<file path="src/rtl/display_pkg.sv">
// Shared constants and the hex-to-segment table for the 7-segment display scanner.
package display_pkg;

  localparam int NUM_DIGITS = 8;

  typedef logic [6:0] seg7_t;

  localparam seg7_t SEG_BLANK = 7'h00;

  // Active-high segments {g,f,e,d,c,b,a}, indexed by nibble value 0..F.
  localparam seg7_t HEX_SEG [16] = '{
    7'h3F, 7'h06, 7'h5B, 7'h4F, 7'h66, 7'h6D, 7'h7D, 7'h07,
    7'h7F, 7'h6F, 7'h77, 7'h7C, 7'h39, 7'h5E, 7'h79, 7'h71
  };

endpackage

</file>
<file path="src/rtl/hex7seg.sv">
// Combinational hex nibble to active-high 7-segment pattern decoder.
module hex7seg
  import display_pkg::*;
(
  input  logic [3:0] nibble,
  output seg7_t      seg
);

  assign seg = HEX_SEG[nibble];

endmodule

</file>
<file path="src/rtl/hex_display_scanner.sv">
// Time-multiplexed 8-digit hex display driver with frame-aligned shadow loading,
// optional hold and leading-zero blanking.
module hex_display_scanner
  import display_pkg::*;
#(
  parameter int REFRESH_DIV = 100000,
  parameter bit ACTIVE_LOW  = 1'b1
) (
  input  logic                  clk_i,
  input  logic                  rst_i,
  input  logic [31:0]           data_i,
  input  logic [NUM_DIGITS-1:0] dp_i,
  input  logic                  hold_i,
  input  logic                  blank_lz_i,
  output logic [NUM_DIGITS-1:0] an_o,
  output seg7_t                 seg_o,
  output logic                  dp_o
);

  localparam int CNT_W = (REFRESH_DIV > 1) ? $clog2(REFRESH_DIV) : 1;
  localparam logic [CNT_W-1:0] CNT_MAX = CNT_W'(REFRESH_DIV - 1);

  logic [CNT_W-1:0]      cnt;
  logic [2:0]            digit;
  logic [31:0]           shadow;
  logic [NUM_DIGITS-1:0] shadow_dp;

  logic                  tick;
  logic                  load;
  logic [31:0]           upper;
  logic                  blank;
  seg7_t                 hex_seg;
  logic [NUM_DIGITS-1:0] an_next;
  seg7_t                 seg_next;
  logic                  dp_next;

  assign tick = (cnt == CNT_MAX);
  assign load = tick && (digit == 3'd7) && !hold_i;

  // The shadow only changes as digit 7 hands over to digit 0, so a frame is never torn.
  always_ff @(posedge clk_i) begin
    if (rst_i) begin
      cnt       <= '0;
      digit     <= '0;
      shadow    <= '0;
      shadow_dp <= '0;
    end else begin
      cnt <= tick ? '0 : cnt + 1'b1;
      if (tick) begin
        digit <= digit + 3'd1;
      end
      if (load) begin
        shadow    <= data_i;
        shadow_dp <= dp_i;
      end
    end
  end

  hex7seg u_hex7seg (
    .nibble (upper[3:0]),
    .seg    (hex_seg)
  );

  // Shifting the current digit down to bit 0 makes "this nibble and all above are zero" a single test.
  always_comb begin
    upper    = shadow >> {digit, 2'b00};
    blank    = blank_lz_i && (digit != 3'd0) && (upper == 32'd0);
    an_next  = NUM_DIGITS'(1) << digit;
    seg_next = blank ? SEG_BLANK : hex_seg;
    dp_next  = !blank && shadow_dp[digit];
  end

  always_ff @(posedge clk_i) begin
    if (rst_i) begin
      an_o  <= {NUM_DIGITS{ACTIVE_LOW}};
      seg_o <= {7{ACTIVE_LOW}};
      dp_o  <= ACTIVE_LOW;
    end else begin
      an_o  <= an_next ^ {NUM_DIGITS{ACTIVE_LOW}};
      seg_o <= seg_next ^ {7{ACTIVE_LOW}};
      dp_o  <= dp_next ^ ACTIVE_LOW;
    end
  end

endmodule

</file>
<file path="config.mk">
export PLATFORM = sky130hd
export DESIGN_NAME = hex_display_scanner
export DESIGN_NICKNAME = d
export VERILOG_FILES = /design/src/rtl/display_pkg.sv /design/src/rtl/hex7seg.sv /design/src/rtl/hex_display_scanner.sv
export SDC_FILE = /design/constraint.sdc
export NUM_CORES = 1
export LEC_CHECK = 0
export ABC_CLOCK_PERIOD_IN_PS = 2700
export CORE_MARGIN = 5
export CORE_UTILIZATION = 50
export DETAILED_ROUTE_END_ITERATION = 7
export GPL_TIMING_DRIVEN = 0
export HOLD_SLACK_MARGIN = 0.1
export PLACE_DENSITY = 0.76
export SLEW_MARGIN = 40
export SYNTH_ARGS = -nofsm -noshare
export SYNTH_HDL_FRONTEND = slang
export SYNTH_SLANG_ARGS = --single-unit
export TNS_END_PERCENT = 1
</file>
<file path="constraint.sdc">
create_clock -name clk_i -period 2.7 [get_ports clk_i]
set_input_delay 0.675 -clock clk_i [delete_from_list [all_inputs] [get_ports clk_i]]
set_output_delay 0.675 -clock clk_i [all_outputs]
set_load 0.01 [all_outputs]
</file>
==> results of run 1 <==
==> layout by cell type (no fill, tap or decap), types with 3 or more instances in the layout <==
cell,instances
nor3_1,8
nand2b_1,4
ha_1,12
clkinv_4,3
buf_2,3
o311ai_1,3
a22oi_1,5
xnor2_1,4
clkdlybuf4s50_1,59
dfxtp_1,74
nand4_1,4
nand3_1,9
nor4_1,6
clkbuf_1,7
nor2b_1,3
o21ai_0,6
buf_12,5
clkbuf_8,10
buf_4,7
nand2_1,30
inv_1,6
xor2_1,12
mux2i_1,46
nor2_1,75
mux4_2,11
==> per-layer routing <==
layer,GRT usage,vias to the layer above,part of all wire
met5,0,-,0
met2,0.326,103,0.47
li1,-,1445,-
met1,0.250,1369,0.44
met3,0.0379,22,0.060
met4,0.0986,0,0.027
==> what timing repair did <==
| action | in CTS | in global routing |
|---|---|---|
| buffers inserted | 0 | 6 |
| gates resized for setup | 9 | 10 |
| pin swaps | 1 | 2 |
| setup endpoints to repair | 8 | 8 |
==> registers in the layout (all words and copies together) (netlist names) <==
register and cells:
an_o 8, cnt 17, digit 3, dp_o 1
seg_o 7, shadow 32, shadow_dp 8
==> final cells by class <==
cell class                 count  area, um2  share of cell area
multi-input combinational    265       1920               0.410
sequential                    76       1530               0.327
timing repair buffer          65        636               0.136
buffer                        20        201              0.0431
clock buffer                  10        138              0.0295
tap                           99        124              0.0265
clock inverter                 6       95.1              0.0203
inverter                       9       33.8             0.00723
==> worst paths after layout <==
| check | endpoint | depth (start not counted) |
|---|---|---|
| min reg2reg | cnt[0]$_SDFF_PP0_ | 1 |
| max | seg_o[5]$_SDFF_PP1_ | 13 |
| max reg2reg | seg_o[5]$_SDFF_PP1_ | 13 |
| min | cnt[0]$_SDFF_PP0_ | 1 |
==> metrics by stage <==
stage / worst slack [ns] / utilization / hold slack (ns) / std cells
floorplan: 0.179 / - / 0.426 / 370
global placement: -0.334 / 0.606 / 0.437 / 528
detailed placement: -0.366 / 0.606 / 0.456 / 528
CTS: 0.0321 / 0.641 / 0.477 / 544
global route: -0.0404 / 0.651 / 0.507 / 550
finish: 0.0943 / 0.651 / 0.465 / 550
==> report_power, final <==
group | leakage [nW] | switching, mW | internal, mW
sequential | 0.617 | 0.00537 | 1.13
combinational | 0.982 | 0.0426 | 0.0771
clock | 0.117 | 0.436 | 0.554
total | 1.72 | 0.484 | 1.76
==> cells by family (layout without fill, tap and decap cells) <==
kind of cell	count (synthesis)	after routing	synth area share
buffers and inverters	29	110	0.0551
DFF	76	76	0.419
adders and majority gates	13	13	0.0448
muxes	58	58	0.198
and+or+nand+nor	151	151	0.193
AOI/OAI and AO/OA	27	27	0.0520
xor gates and xnor gates	16	16	0.0386
==> worst max-delay path: stages (launching register included) <==
cell	delay, ns
dfxtp_4	0.39
buf_8	0.15
buf_8	0.14
buf_12	0.14
mux4_2	0.30
nand2_1	0.10
nand2_2	0.10
inv_2	0.10
ha_2	0.19
nand2_1	0.07
a31oi_1	0.13
o21ai_0	0.11
a221o_2	0.49
o221ai_1	0.11
==> metrics.md, run 1 <==
| Metric | Value |
|---|---|
| Outcome | `finished clean` |
| Clock root buffer | `clkbuf_8` |
| Top-area cell type share of the netlist area | `0.419` |
| Top_reg_cell synth | `dfxtp_1` |
| Clock sinks | `76` |
| Placed Area | `4350 um2` |
| Antenna Cells | `0` |
| Yosys cell types | `43` |
| Die ar. | `just over 9000 um2` |
| HPWL after detailed placement | `6.22 mm` |
| Post-synth EDFFs | `0` |
| Final setup vio count | `0` |
| Fin nets | `just over 500` |
| IO Pins | `60` |
| Leak pwr | `1.72 nW` |
| Total power | `2.24 mW` |
| H-tree depth | `3` |
| Wirelength per Cell | `15.2 um` |
| Most frequent cell after synthesis | `dfxtp_1` |
| Starting DRT DRC Count | `~330` |
| Core Footprint | `7180 um2` |
| Gp weighted congestion | `0.887` |
| Setup TNS | `0 ns` |
| Max Slew Vio Count | `0` |
| Starting density of the core | `0.506` |
| Post-route DRC | `0` |
| PwrDens | `480 nW/um2` |
| Syn Inst Count | `370` |
| Clock transition at the registers of the reported paths | `0.08 ns` |
| Worst EP arrival | `2.86 ns` |
| Min cycle time layout | `2.61 ns` |
| Synth cell count leaders | `dfxtp_1, nor2_1, mux2i_1, nand2_1, ha_1` |
| Final ANT Viol Nets | `0` |
| Number of I/O port buffers | `59` |
| Synth Register Bits | `76` |
| CTS tree | `done` |
| Critical hold path startpoint | `cnt[0]$_SDFF_PP0_` |
| R2R Setup Slk | `0.09 ns` |
| Worst-case clock skew | `0.0103 ns` |
| Post-Syn Nets | `427` |
| CP required | `2.95 ns` |
| Crit. End Element | `flop` |
| Maximum vdd drop | `0.258 mV` |
| Die Wd | `95.2 um` |
| Hold Buf Count CTS | `0` |
| RR Startpoint | `digit[0]$_SDFFE_PP0N_` |
| Fin area | `around 4700 um2` |
| Mapped Area | `3630 um2` |
| Vias per cell | `approximately 5.3` |
| Total track usage | `0.199` |
| Share of layout cells above drive strength 1 | `0.133` |
| Fill count | `~600` |
| Most area-hungry cell type in the Yosys netlist | `dfxtp_1` |
| Total vias in the final route | `2,939` |
| CP Max Fanout | `10` |
| Skew-Pair Late Insertion Delay | `0.35 ns` |
| Maximum clock rate | `384 MHz` |
| Worst Setup SP | `digit[0]$_SDFFE_PP0N_` |
| WS Path Type | `flop to flop` |
| Crit path launch type | `flop` |
| Initial antenna violation count | `0` |
| Vias in the first global route | `2,986` |
| Grt total ovfl | `0` |
| Ranking of synthesized cells by area | `dfxtp_1, mux2i_1, nor2_1` |
| Clock buffer count from CTS | `9` |
| Final Cycle Share | `0.965` |
| RSZ-0062 raised after global routing | `yes` |
| HP Class | `flop to flop` |
| Synth-to-Final Area Change | `28.7%` |
| Final Hold Vio Count | `0` |
| YS warnings | `0` |
| Max-cap viol count | `0` |
| Max_slew headroom | `0.669` |
| Sequential area share after synthesis | `0.419` |
| Die height | `between 90 and 100 um` |
| Clk buf depth | `2` |
| Worst slew pin tran | `0.493 ns` |
| First-pass GRT wire length | `14.0 mm` |
| Routed WL | `8.34 mm` |
| Largest net degree at the start of global routing | `15` |
| Async SR Flop Fraction | `0` |
| Syn_area_per_cell | `between 9 and 10 um2` |
| FP Rows | `31` |
| Drt pass-1 iters | `5` |
Power figures use the tool's default switching activity.
==> run 2, diff against run 1 <==
--- a/config.mk
+++ b/config.mk
@@ -6,11 +6,13 @@
 export NUM_CORES = 1
 export LEC_CHECK = 0
 export ABC_CLOCK_PERIOD_IN_PS = 2700
+export CORE_ASPECT_RATIO = 0.6
 export CORE_MARGIN = 5
 export CORE_UTILIZATION = 50
 export DETAILED_ROUTE_END_ITERATION = 7
 export GPL_TIMING_DRIVEN = 0
 export HOLD_SLACK_MARGIN = 0.1
+export MAX_ROUTING_LAYER = met4
 export PLACE_DENSITY = 0.76
 export SLEW_MARGIN = 40
 export SYNTH_ARGS = -nofsm -noshare
==> metrics.md, run 2 (synthesis gave the netlist of run 1 again) <==
| Metric | Value |
|---|---|
| Outcome | `finished clean` |
| WS Path Type | `flop to flop` |
| Crit. End Element | `flop` |
| R2R Setup Slk | `0.07 ns (-0.02 ns)` |
| Synth-to-Final Area Change | `31.0%` |
| PwrDens | `552 nW/um2 (+15%)` |
| Clock root buffer | `clkbuf_16` |
| Vias per cell | `5.46 (+2.2%)` |
| Starting density of the core | `0.506 (about the same)` |
| Fin area | `4760 um2 (+1.8%)` |
| Final ANT Viol Nets | `0 (unchanged)` |
| Hold Path Depth | `1 (unchanged)` |
| Clock sinks | `76 (unchanged)` |
| Total track usage | `0.208 (+0.00899)` |
| IO Pins | `60 (unchanged)` |
| Worst EP arrival | `2.86 ns (about the same)` |
| Crit path launch type | `flop` |
| Gr busiest metal | `met2` |
| Largest net degree at the start of global routing | `13 (-2)` |
| Commonest non-fill, non-tap cell in the layout | `nor2_1` |
| Maximum clock rate | `380 MHz (-0.90%)` |
| Total vias in the final route | `2,945 (+0.20%)` |
| Max_slew headroom | `0.604 (-0.0646)` |
| RR Startpoint | `digit[0]$_SDFFE_PP0N_` |
| Clock transition at the registers of the reported paths | `0.06 ns (-0.02 ns)` |
| Dpl ws | `-0.370 ns (-0.00355 ns)` |
| Post-route DRC | `0 (unchanged)` |
| Die ar. | `9130 um2 (+0.62%)` |
| Number of I/O port buffers | `59 (unchanged)` |
| Starting DRT DRC Count | `192 (-42%)` |
| Skew-Pair Late Insertion Delay | `0.33 ns (-0.02 ns)` |
| Buf/Inv on CP | `4 (unchanged)` |
| Antenna Cells | `0 (unchanged)` |
| Most flops, register | `shadow` |
| Met1 Resource Use GR | `0.284 (+0.0338)` |
| Initial antenna violation count | `0 (unchanged)` |
| Min cycle time layout | `2.63 ns (+0.0237 ns)` |
| Cell mode on critical path | `buf_8` |
| First-pass GRT wire length | `14.7 mm (+5.2%)` |
| Share of layout cells above drive strength 1 | `0.129 (-0.00357)` |
| Critical hold path startpoint | `cnt[0]$_SDFF_PP0_` |
| Maximum vdd drop | `0.318 mV (+24%)` |
| Hold EP | `cnt[0]$_SDFF_PP0_` |
| FP Rows | `24 (-23%)` |
| Max reg flops | `32 (unchanged)` |
| HPWL after detailed placement | `6.54 mm (+5.1%)` |
| Grt total ovfl | `0 (unchanged)` |
| Clk buf depth | `2 (unchanged)` |
| Max-cap viol count | `0 (unchanged)` |
| Commonest cells after routing, fill and taps aside | `nor2_1, dfxtp_1, clkdlybuf4s50_1, mux2i_1, nand2_1` |
| CTS tree | `done` |
| Drt pass-1 iters | `5 (unchanged)` |
| Placed Area | `4340 um2 (-0.23%)` |
| CP max-delay cell | `a221o_2` |
| Final setup vio count | `0 (unchanged)` |
| Die Wd | `120 um (+26%)` |
| Final Hold Vio Count | `0 (unchanged)` |
| Setup WS post-layout | `0.0706 ns (-0.0237 ns)` |
| Core Footprint | `7180 um2 (about the same)` |
| CP max stage delay | `0.49 ns (about the same)` |
| Wirelength per Cell | `16.3 um (+7.7%)` |
| CP required | `2.93 ns (-0.02 ns)` |
| R2R Path End | `seg_o[0]$_SDFF_PP1_` |
| Worst-case clock skew | `0.00684 ns (-0.00348 ns)` |
| Clock buffer count from CTS | `9 (unchanged)` |
| H-tree depth | `3 (unchanged)` |
| Total power | `2.63 mW (+17%)` |
| HP Class | `flop to flop` |
| Max Slew Vio Count | `0 (unchanged)` |
| Final Cycle Share | `0.974 (+0.00876)` |
| Met2 Use GR | `0.285 (-0.0408)` |
| Family with the most delay on the worst path | `compound AO/OA/AOI/OAI gates` |
| Gp weighted congestion | `0.896 (+0.97%)` |
| Reg2reg path depth | `13 (unchanged)` |
| Leak pwr | `1.75 nW (+1.8%)` |
| Routed WL | `8.80 mm (+5.5%)` |
| Met3 usage | `0.0749 (+0.0370)` |
| CP Max Fanout | `10 (unchanged)` |
| Largest registers | `shadow (32), cnt (17)` |
| Worst path cell trace | `buf_8 > buf_8 > buf_8 > mux4_2 > nand2_2 > nand2_4 > inv_2 > ha_2 > nand2_1 > a31oi_1 > o21ai_0 > a221o_2 > o311ai_1` |
| Vias in the first global route | `2,959 (-0.90%)` |
| Worst slew pin tran | `0.594 ns (+0.101 ns)` |
| Setup TNS | `0 ns (unchanged)` |
| Fin nets | `501 (-0.40%)` |
| Die height | `76.0 um (-20%)` |
[run 2: cell types whose count changed in the layout (fill, tap and decap cells not counted), sizes merged]
cell	delta
buf	-2
bufinv	+1
clkbuf	+1
clkinv	-3
clkinvlp	+1
inv	-1
[run 2: how the worst max path moves through the flow]
stage,depth (start not counted),start,to,slack (ns)
floorplan,13,digit[0]$_SDFFE_PP0N_,seg_o[2]$_SDFF_PP1_,0.18
global placement,13,digit[0]$_SDFFE_PP0N_,seg_o[1]$_SDFF_PP1_,-0.30
detailed placement,13,digit[0]$_SDFFE_PP0N_,seg_o[0]$_SDFF_PP1_,-0.37
CTS,13,digit[0]$_SDFFE_PP0N_,seg_o[0]$_SDFF_PP1_,0.01
global route,13,digit[0]$_SDFFE_PP0N_,seg_o[0]$_SDFF_PP1_,-0.07
finish,13,digit[0]$_SDFFE_PP0N_,seg_o[0]$_SDFF_PP1_,0.07
[run 2: what timing repair did]
item | CTS | global route
pin swaps | 1 | 2
endpoints found under the setup margin | 8 | 8
gates resized for setup | 9 | 11
hold buffers | 0 | 0
buffers inserted | 0 | 5
[run 2: metrics by stage]
stage	hold WS, ns	cells	utilization
5_1_grt	0.500	539	0.663
3_3_place_gp	0.443	520	0.604
4_1_cts	0.468	535	0.654
2_1_floorplan	0.426	370	-
3_5_place_dp	0.454	520	0.604
6_report	0.469	539	0.663
[run 2: routing by layer]
metal	wire, um	up-vias
li1	-	1446
met1	4220	1358
met2	3660	121
met3	730	20
met4	195	0
met5	0	-
[run 2: worst reg2reg max path, delay by kind of cell (launching register included)]
kind                     cells  cell delay [ns]
flip-flops                   1             0.37
buffers and inverters        4             0.52
AO/OA/AOI/OAI                4             0.86
AND/OR/NAND/NOR              3             0.26
multiplexers                 1             0.32
adder cells (fa/ha/maj)      1             0.19
[run 2: cell type report]
class	instances	area (um2)
clock inverters	4	97.6
fillers	563	2420
repair buffers	64	628
multi-input cells	265	1930
well taps	91	114
plain buffers	19	185
clock buffers	11	243
inverters	9	33.8
flip-flops and latches	76	1530
[run 2: report_power, final]
part | switching [mW] | internal, mW
registers | 0.00576 | 1.13
clock network | 0.446 | 0.923
logic | 0.0436 | 0.0771
==> run 3, diff against run 2 <==
--- a/config.mk
+++ b/config.mk
@@ -14,6 +14,7 @@
 export HOLD_SLACK_MARGIN = 0.1
 export MAX_ROUTING_LAYER = met4
 export PLACE_DENSITY = 0.76
+export RECOVER_POWER = 100
 export SLEW_MARGIN = 40
 export SYNTH_ARGS = -nofsm -noshare
 export SYNTH_HDL_FRONTEND = slang
==> constraint.sdc (replaced) <==
create_clock -name clk_i -period 2.7 [get_ports clk_i]
set_input_delay 0.54 -clock clk_i [delete_from_list [all_inputs] [get_ports clk_i]]
set_output_delay 0.54 -clock clk_i [all_outputs]
set_load 0.01 [all_outputs]
==> metrics.md, run 3 (synthesis gave the netlist of run 1 again) <==
| Metric | Value |
|---|---|
| Crit path launch type | `flop` |
| FP Rows | `24 (unchanged)` |
| Die Wd | `120 um (unchanged)` |
| Skew-Pair Late Insertion Delay | `0.33 ns (about the same)` |
| Cell mode on critical path | `buf_8` |
| Max_slew headroom | `0.604 (about the same)` |
| Placed Area | `4340 um2 (unchanged)` |
| Clk buf depth | `2 (unchanged)` |
| Final ANT Viol Nets | `0 (unchanged)` |
| Maximum clock rate | `380 MHz (about the same)` |
| CP required | `2.93 ns (about the same)` |
| Final Cycle Share | `0.974 (about the same)` |
| Core Footprint | `7180 um2 (unchanged)` |
| Largest net degree at the start of global routing | `13 (unchanged)` |
| PwrDens | `555 nW/um2 (+0.49%)` |
| CP Depth | `13 (unchanged)` |
| Max Slew Vio Count | `0 (unchanged)` |
| Clock transition at the registers of the reported paths | `0.06 ns (about the same)` |
| Total vias in the final route | `2,951 (+0.20%)` |
| Total track usage | `0.208 (unchanged)` |
| Fin nets | `501 (unchanged)` |
| Share of layout cells above drive strength 1 | `0.125 (-0.00446)` |
| Starting DRT DRC Count | `191 (-0.52%)` |
| Leak pwr | `1.72 nW (-1.6%)` |
| Commonest cells after routing, fill and taps aside | `nor2_1, dfxtp_1, mux2i_1, clkdlybuf4s50_1, nand2_1` |
| Vias per cell | `5.47 (+0.20%)` |
| Max reg flops | `32 (unchanged)` |
| CTS tree | `done` |
| Final setup vio count | `0 (unchanged)` |
| Gp weighted congestion | `0.896 (unchanged)` |
| Total power | `2.62 mW (-0.15%)` |
| CP max-delay cell | `a221o_2` |
| Family with the most delay on the worst path | `compound AO/OA/AOI/OAI gates` |
| Crit. End Element | `flop` |
| Most flops, register | `shadow` |
| Wirelength per Cell | `16.4 um (+0.14%)` |
| H-tree depth | `3 (unchanged)` |
| Hold Buf Count CTS | `0 (unchanged)` |
| Worst Setup SP | `digit[0]$_SDFFE_PP0N_` |
| Worst EP arrival | `2.86 ns (about the same)` |
| RR Startpoint | `digit[0]$_SDFFE_PP0N_` |
| Maximum vdd drop | `0.318 mV (-0.12%)` |
| CP max stage delay | `0.49 ns (about the same)` |
| Dpl cells | `520 (unchanged)` |
| Critical Path End | `seg_o[0]$_SDFF_PP1_` |
| Cell Count, Final, Fillers Out | `539 (unchanged)` |
| HP Class | `flop to flop` |
| First-pass GRT wire length | `14.7 mm (unchanged)` |
| Drt pass-1 iters | `5 (unchanged)` |
| Worst-case clock skew | `0.00596 ns (-0.000873 ns)` |
| Fin area | `4730 um2 (-0.63%)` |
| Min cycle time layout | `2.63 ns (+0.000958 ns)` |
| R2R Path End | `seg_o[0]$_SDFF_PP1_` |
| Clock root buffer | `clkbuf_16` |
| Number of I/O port buffers | `59 (unchanged)` |
| Post-route DRC | `0 (unchanged)` |
| Reg2reg path depth | `13 (unchanged)` |
| Starting density of the core | `0.506 (unchanged)` |
| Die ar. | `9130 um2 (unchanged)` |
| Antenna Cells | `0 (unchanged)` |
| Die height | `76.0 um (unchanged)` |
| Vias in the first global route | `2,959 (unchanged)` |
| Initial antenna violation count | `0 (unchanged)` |
| WS Path Type | `flop to flop` |
| CP Max Fanout | `10 (unchanged)` |
| Synth-to-Final Area Change | `30.1%` |
| Clock sinks | `76 (unchanged)` |
| Largest registers | `shadow (32), cnt (17)` |
| Buf/Inv on CP | `4 (unchanged)` |
| Routed WL | `8.81 mm (+0.14%)` |
| Max-cap viol count | `0 (unchanged)` |
| Final Hold Vio Count | `0 (unchanged)` |
| Grt total ovfl | `0 (unchanged)` |
| IO Pins | `60 (unchanged)` |
| Fill count | `569 (+1.1%)` |
| Worst path cell trace | `buf_8 > buf_8 > buf_8 > mux4_2 > nand2_2 > nand2_4 > inv_2 > ha_2 > nand2_1 > a31oi_1 > o21ai_0 > a221o_2 > o311ai_1` |
| Worst slew pin tran | `0.594 ns (-0.000210 ns)` |
| Clock buffer count from CTS | `9 (unchanged)` |
| Outcome | `finished clean` |
| Commonest non-fill, non-tap cell in the layout | `nor2_1` |
| HPWL after detailed placement | `6.54 mm (unchanged)` |
| R2R Setup Slk | `0.07 ns (about the same)` |
run 3: changes by cell type in the layout (fill, tap and decap cells not counted), sizes merged:
cell	before	now
buf	17	16
clkbuf	18	19
dlygate4sd3	0	17
clkdlybuf4s50	59	42
run 3: routing by layer:
metal,routed length [um],global-route usage
met1,4190,0.284
met2,3680,0.285
met3,762,0.0749
met4,180,0.0686
met5,0,-
run 3: final cells by class:
class	count	area, um2	area share
Timing Repair Buffer	64	628	0.133
Sequential cell	76	1530	0.323
Tap cell	91	114	0.0241
Multi-Input combinational cell	265	1920	0.407
Buffer	19	160	0.0339
Inverter	9	33.8	0.00715
Clock inverter	4	97.6	0.0206
Clock buffer	11	243	0.0514
run 3: power by group:
group	switching, mW	total [mW]	internal [mW]
Combinational	0.0435	0.118	0.0743
Clock	0.445	1.37	0.923
Sequential	0.00542	1.14	1.13
run 3: through the flow:
stage	TNS, ns	setup WS (ns)	hold slack, ns	util
final	0	0.0697	0.469	0.659
after global routing	-0.319	-0.0723	0.500	0.659
after CTS	0	0.0138	0.468	0.654
after detailed placement	-2.62	-0.370	0.454	0.604
after global placement	-2.04	-0.304	0.443	0.604
after floorplan	0	0.179	0.426	-
run 3: worst min-delay path by stage:
stage	start	to	cells after the start
after floorplan	cnt[0]$_SDFF_PP0_	cnt[0]$_SDFF_PP0_	1
after global placement	cnt[0]$_SDFF_PP0_	cnt[0]$_SDFF_PP0_	1
after detailed placement	cnt[0]$_SDFF_PP0_	cnt[0]$_SDFF_PP0_	1
after CTS	cnt[0]$_SDFF_PP0_	cnt[0]$_SDFF_PP0_	1
after global routing	cnt[0]$_SDFF_PP0_	cnt[0]$_SDFF_PP0_	1
final	cnt[0]$_SDFF_PP0_	cnt[0]$_SDFF_PP0_	1
run 3: what timing repair did:
action | in CTS | in global routing
pin swaps | 1 | 2
gates resized for setup | 9 | 11
endpoints found under the setup margin | 8 | 8
buffers inserted | 0 | 5
